===== config.mk =====
export PLATFORM = sky130hd
export DESIGN_NAME = ltpi_gpio_frame_rx
export DESIGN_NICKNAME = d
export VERILOG_FILES = /design/src/rtl/ltpi_gpio_frame_rx.sv
export SDC_FILE = /design/constraint.sdc
export NUM_CORES = 1
export LEC_CHECK = 0
export ABC_AREA = 1
export BUFFER_PORTS_ARGS = -buffer_cell sky130_fd_sc_hd__buf_2
export CORE_MARGIN = 2
export CORE_UTILIZATION = 25
export CTS_BUF_LIST = sky130_fd_sc_hd__clkbuf_8
export CTS_CLUSTER_SIZE = 24
export DETAILED_ROUTE_END_ITERATION = 6
export PLACE_DENSITY = 0.5
export SLEW_MARGIN = 20
export SYNTH_ARGS = -nofsm -noshare
export SYNTH_HDL_FRONTEND = slang
export SYNTH_SLANG_ARGS = --single-unit

===== constraint.sdc =====
create_clock -name clk -period 3.1 [get_ports clk]
set_clock_uncertainty 0.15 [all_clocks]
set_input_delay 0.155 -clock clk [delete_from_list [all_inputs] [get_ports clk]]
set_output_delay 0.155 -clock clk [all_outputs]
set_load 0.01 [all_outputs]

===== src/rtl/ltpi_gpio_frame_rx.sv =====
// LTPI GPIO tunnel receiver: delineates 16-byte operational frames from the decoded
// byte stream, checks CRC-8, tracks frame lock and drives the LL/NL GPIO outputs.
module ltpi_gpio_frame_rx #(
   parameter int LL_GPIO_NUM = 16,
   parameter int NL_GPIO_NUM = 128,
   parameter int ALIGN_GOOD  = 3,
   parameter int ALIGN_BAD   = 3
) (
   input  logic                   clk,
   input  logic                   reset,
   input  logic                   rx_valid,
   input  logic [7:0]             rx_data,
   input  logic                   rx_k,
   output logic [LL_GPIO_NUM-1:0] ll_gpio_out,
   output logic [NL_GPIO_NUM-1:0] nl_gpio_out,
   output logic                   aligned,
   output logic                   frame_good,
   output logic                   frame_err
);

   localparam int NL_GROUPS = NL_GPIO_NUM / 16;
   localparam int GW = $clog2(ALIGN_GOOD + 1);
   localparam int BW = $clog2(ALIGN_BAD + 1);
   localparam logic [7:0] K28_5 = 8'hBC;

   typedef enum logic {HUNT, COLLECT} state_t;

   state_t                   state_q, state_d;
   logic [3:0]               cnt_q, cnt_d;
   logic [7:0]               crc_q, crc_d;
   logic [7:0]               sub_q, sub_d;
   logic [7:0]               idx_q, idx_d;
   logic [15:0]              llw_q, llw_d;
   logic [15:0]              nlw_q, nlw_d;
   logic [GW-1:0]            good_cnt_q, good_cnt_d;
   logic [BW-1:0]            bad_cnt_q, bad_cnt_d;
   logic                     aligned_q, aligned_d;
   logic                     good_q, good_d;
   logic                     err_q, err_d;
   logic [LL_GPIO_NUM-1:0]   ll_q, ll_d;
   logic [NL_GPIO_NUM-1:0]   nl_q, nl_d;
   logic                     fin_good, fin_bad;
   logic                     is_comma;

   // CRC-8, poly x^8+x^2+x+1, MSB first, one byte per call
   function automatic logic [7:0] crc8_upd(input logic [7:0] crc, input logic [7:0] data);
      logic [7:0] r;
      r = crc ^ data;
      for (int i = 0; i < 8; i++) begin
         r = r[7] ? ((r << 1) ^ 8'h07) : (r << 1);
      end
      return r;
   endfunction

   assign is_comma = rx_k && (rx_data == K28_5);

   always_comb begin
      state_d  = state_q;
      cnt_d    = cnt_q;
      crc_d    = crc_q;
      sub_d    = sub_q;
      idx_d    = idx_q;
      llw_d    = llw_q;
      nlw_d    = nlw_q;
      fin_good = 1'b0;
      fin_bad  = 1'b0;
      if (rx_valid) begin
         case (state_q)
            HUNT: begin
               if (is_comma) begin
                  state_d = COLLECT;
                  cnt_d   = 4'd1;
                  crc_d   = 8'h00;
               end
            end
            COLLECT: begin
               // A comma mid-frame aborts the frame and restarts delineation on itself
               if (is_comma) begin
                  fin_bad = 1'b1;
                  cnt_d   = 4'd1;
                  crc_d   = 8'h00;
               end else if (rx_k) begin
                  fin_bad = 1'b1;
                  state_d = HUNT;
               end else if (cnt_q == 4'd15) begin
                  if (rx_data == crc_q) fin_good = 1'b1;
                  else                  fin_bad  = 1'b1;
                  state_d = HUNT;
               end else begin
                  crc_d = crc8_upd(crc_q, rx_data);
                  cnt_d = cnt_q + 4'd1;
                  case (cnt_q)
                     4'd1:    sub_d        = rx_data;
                     4'd2:    idx_d        = rx_data;
                     4'd3:    llw_d[15:8]  = rx_data;
                     4'd4:    llw_d[7:0]   = rx_data;
                     4'd5:    nlw_d[15:8]  = rx_data;
                     4'd6:    nlw_d[7:0]   = rx_data;
                     default: ;
                  endcase
               end
            end
            default: state_d = HUNT;
         endcase
      end
   end

   always_comb begin
      good_cnt_d = good_cnt_q;
      bad_cnt_d  = bad_cnt_q;
      aligned_d  = aligned_q;
      ll_d       = ll_q;
      nl_d       = nl_q;
      good_d     = fin_good;
      err_d      = fin_bad;
      if (fin_good) begin
         bad_cnt_d = '0;
         if (good_cnt_q != GW'(ALIGN_GOOD)) good_cnt_d = good_cnt_q + GW'(1);
         if (good_cnt_d == GW'(ALIGN_GOOD)) aligned_d = 1'b1;
      end
      if (fin_bad) begin
         good_cnt_d = '0;
         if (bad_cnt_q != BW'(ALIGN_BAD)) bad_cnt_d = bad_cnt_q + BW'(1);
         if (bad_cnt_d == BW'(ALIGN_BAD)) aligned_d = 1'b0;
      end
      // GPIO loads only when the frame that completes lock (or later) is a GPIO frame
      if (fin_good && (sub_q == 8'h00) && aligned_d) begin
         ll_d = llw_q[LL_GPIO_NUM-1:0];
         for (int g = 0; g < NL_GROUPS; g++) begin
            if (idx_q == 8'(g)) nl_d[16*g +: 16] = nlw_q;
         end
      end
   end

   always_ff @(posedge clk) begin
      if (reset) begin
         state_q    <= HUNT;
         cnt_q      <= '0;
         crc_q      <= 8'h00;
         good_cnt_q <= '0;
         bad_cnt_q  <= '0;
         aligned_q  <= 1'b0;
         good_q     <= 1'b0;
         err_q      <= 1'b0;
         ll_q       <= '0;
         nl_q       <= '0;
      end else begin
         state_q    <= state_d;
         cnt_q      <= cnt_d;
         crc_q      <= crc_d;
         good_cnt_q <= good_cnt_d;
         bad_cnt_q  <= bad_cnt_d;
         aligned_q  <= aligned_d;
         good_q     <= good_d;
         err_q      <= err_d;
         ll_q       <= ll_d;
         nl_q       <= nl_d;
      end
   end

   always_ff @(posedge clk) begin
      sub_q <= sub_d;
      idx_q <= idx_d;
      llw_q <= llw_d;
      nlw_q <= nlw_d;
   end

   assign ll_gpio_out = ll_q;
   assign nl_gpio_out = nl_q;
   assign aligned     = aligned_q;
   assign frame_good  = good_q;
   assign frame_err   = err_q;

endmodule


==> impl_metrics.json <==
{
  "ant_nets": 0,
  "grt_pass1_vias": 6939,
  "clockBufferDepth": 3,
  "synthCells": 1109,
  "die_x_um": 194,
  "worstSetupPathType": "in -> reg",
  "routed_wl_mm": 26.7,
  "cts_made_buffers": 40,
  "clock_latency_ns": 0.56,
  "multi_input_area_um2": 2950,
  "worst_pin_slew_ns": 0.857,
  "dp_slack_ns": 0.279,
  "grt_max_degree": 52,
  "cts_setup_buffers": 0,
  "hold_path.class": "in -> reg",
  "first_pass_iters": 6,
  "postSynthAreaPerCell_um2": 8.10,
  "grt_first_pass_wirelength_mm": 40.5,
  "antenna_cells": 0,
  "core-area_um2": 35500,
  "dpl.cell_count": 1705,
  "power_density_nw_per_um2": 503,
  "mappedNetlistArea_um2": 8980,
  "layout_commonest_cell": "inv_1",
  "grt_usage": 0.140,
  "finish.utilization": 0.311,
  "num_vias": 7197,
  "syn-num-nets": 1129,
  "most-common-layout-cells": "inv_1 (260), nand2_1 (195), dfxtp_1 (164)",
  "start_kind": "primary input",
  "die_height_um": 194,
  "critical_path.endpoint_type": "flop",
  "final-seq-area_um2": 4720,
  "yosys_warnings": 0,
  "clock_sinks": 212,
  "fillCellCount": 3789,
  "synth_top_area_frac": 0.365,
  "period_needed_ns": 2.84,
  "ys_types": 40,
  "final_cells": 1786,
  "cp_data_required_time_ns": 3.39,
  "reg2reg_from": "crc_q[3]$_SDFFE_PP0P_",
  "grt_remaining_overflow": 0,
  "hold_viol": 0,
  "final_layout_size_suffix_gt1_frac": 0.200,
  "fmax_ghz": 0.352,
  "yosysTopAreaCell": "dfxtp_1",
  "start_util": 0.253,
  "fin_crit_sh": 0.918,
  "critPathLaunch": "rx_data[3]",
  "drc_errors": 0,
  "synth_area_leaders": "dfxtp_1 (37%), edfxtp_1 (16%), inv_1 (10%)",
  "arrival_ns": 3.13,
  "die_area_um2": 37500,
  "cp_max_fo": 32,
  "fp-row-count": 69,
  "fin_ws_ns": 0.256,
  "cts_tree": "built",
  "ir_drop_mv": 0.296,
  "io_buffers": 158,
  "gp_congestion": 0.758,
  "worstHoldStart": "reset",
  "setup_viol": 0,
  "slew_headroom": 0.428,
  "antenna_found_initial": 0,
  "ys_ff_latch": 212,
  "drt_iter0_markers": 315,
  "slew_viol_final": 0,
  "clkTransAtPathRegs_ns": 0.06,
  "layout.nets": 1316,
  "cts-root-buf": "clkbuf_8",
  "area_growth_pct": 23.0,
  "leakage_nw": 4.90,
  "htreeDepth": 2,
  "wl_per_cell_um": 14.9,
  "ioPinCount": 159,
  "avgViaCountPerCell": 4.03,
  "outcome": "complete, no violations",
  "hpwl_mm": 17.0,
  "maxCapViolations": 0,
  "rsz0062_at_grt": "true",
  "seq_area_frac_synth": 0.526
}
## report_power, final
part / total, W / switching [W] / internal (W)
logic: 0.000156 / 0.0000946 / 0.0000614
clock network: 0.00258 / 0.00121 / 0.00137
registers: 0.00282 / 0.0000000698 / 0.00282
total: 0.00556 / 0.00131 / 0.00426
## cells in the mapped netlist
cell type    n
a211oi_1     1
a21boi_2     1
a21oi_1     44
a21oi_4      1
and3_4       1
buf_12       1
buf_2        6
buf_4        4
buf_6       18
clkbuf_1    20
clkinv_1     1
clkinv_2     1
dfxtp_1    164
edfxtp_1    48
ha_1         8
inv_1      248
inv_2        1
inv_4        1
nand2_1    195
nand2_2      2
nand2_4      1
nand3_1     23
nand3_2      1
nand3_4      1
nand4_1     17
nand4_4      8
nor2_1     129
nor2_2       2
nor2_4       1
nor3_1      10
nor3_2       1
nor4_1       9
nor4_2       1
o21ai_0     41
o21ai_1     74
o22ai_1      2
or2_1        1
or2_2        2
xnor2_1     14
xor2_1       5
## sequential cells by signal, indices dropped and copies added, names as in the netlist, 4 cells and up
register     cells
cnt_q            4
crc_q            8
idx_q            8
ll_gpio_out     16
llw_q           16
nl_gpio_out    128
nlw_q           16
sub_q            8
## critical path, cell delays in order
cell and delay [ns]:
dlygate4sd3_1 0.55, buf_2 0.20, xnor2_1 0.23, ha_1 0.20, nand2_1 0.06, nor2_1 0.13, nand2_1 0.07, nor2_1 0.12
nand2_2 0.14, nand2_1 0.11, nand2_1 0.10, nand3_4 0.24, nand4_4 0.43, o21ai_0 0.34, nor2_1 0.06
## stage by stage
| step | area [um2] | TNS (ns) | power, W | hold WS [ns] |
|---|---|---|---|---|
| 4_1_cts | 11000 | 0 | 0.00569 | 0.0193 |
| 3_5_place_dp | 10200 | 0 | 0.00303 | 0.301 |
| 6_report | 11000 | 0 | 0.00556 | 0.0541 |
| 2_1_floorplan | 8980 | 0 | 0.00298 | 0.0884 |
| 5_1_grt | 11000 | -0.0000839 | 0.00581 | 0.0595 |
| 3_3_place_gp | 10200 | 0 | 0.00303 | 0.300 |
## layer usage
| metal | share of wire | vias to the layer above | track usage |
|---|---|---|---|
| li1 | - | 3790 | - |
| met4 | 0.032 | 0 | 0.0543 |
| met2 | 0.46 | 158 | 0.231 |
| met3 | 0.045 | 48 | 0.0284 |
| met5 | 0 | - | 0 |
| met1 | 0.46 | 3201 | 0.179 |
## cell type report
type	count	area share
sequential	212	0.428
tap	461	0.0522
inverter	252	0.0859
clock inverter	28	0.0142
timing repair buffer	194	0.0994
multi-input combinational	596	0.267
clock buffer	43	0.0536
## logic make-up after synthesis
group	after synthesis	synth area share
buf+inv	301	0.146
simple gates	405	0.205
xor+xnor	19	0.0185
flops	212	0.526
compound gates	164	0.0939
fa+ha+maj	8	0.0111
## what timing repair did
item,4_1_cts,5_1_grt
resized for setup,0,2
hold buffers,10,0
endpoints found under the hold margin,51,0
setup endpoints to repair,0,4
## worst paths after layout
kind	endpoint	cells after the start	slack, ns
max reg2reg	nl_gpio_out[72]$_SDFFE_PP0P_	13	0.29
max	nl_gpio_out[72]$_SDFFE_PP0P_	15	0.26
min	frame_good$_SDFF_PP0_	3	0.05
min reg2reg	ll_gpio_out[1]$_SDFFE_PP0P_	2	0.31
Note: power is estimated with default switching activity, not from simulation.
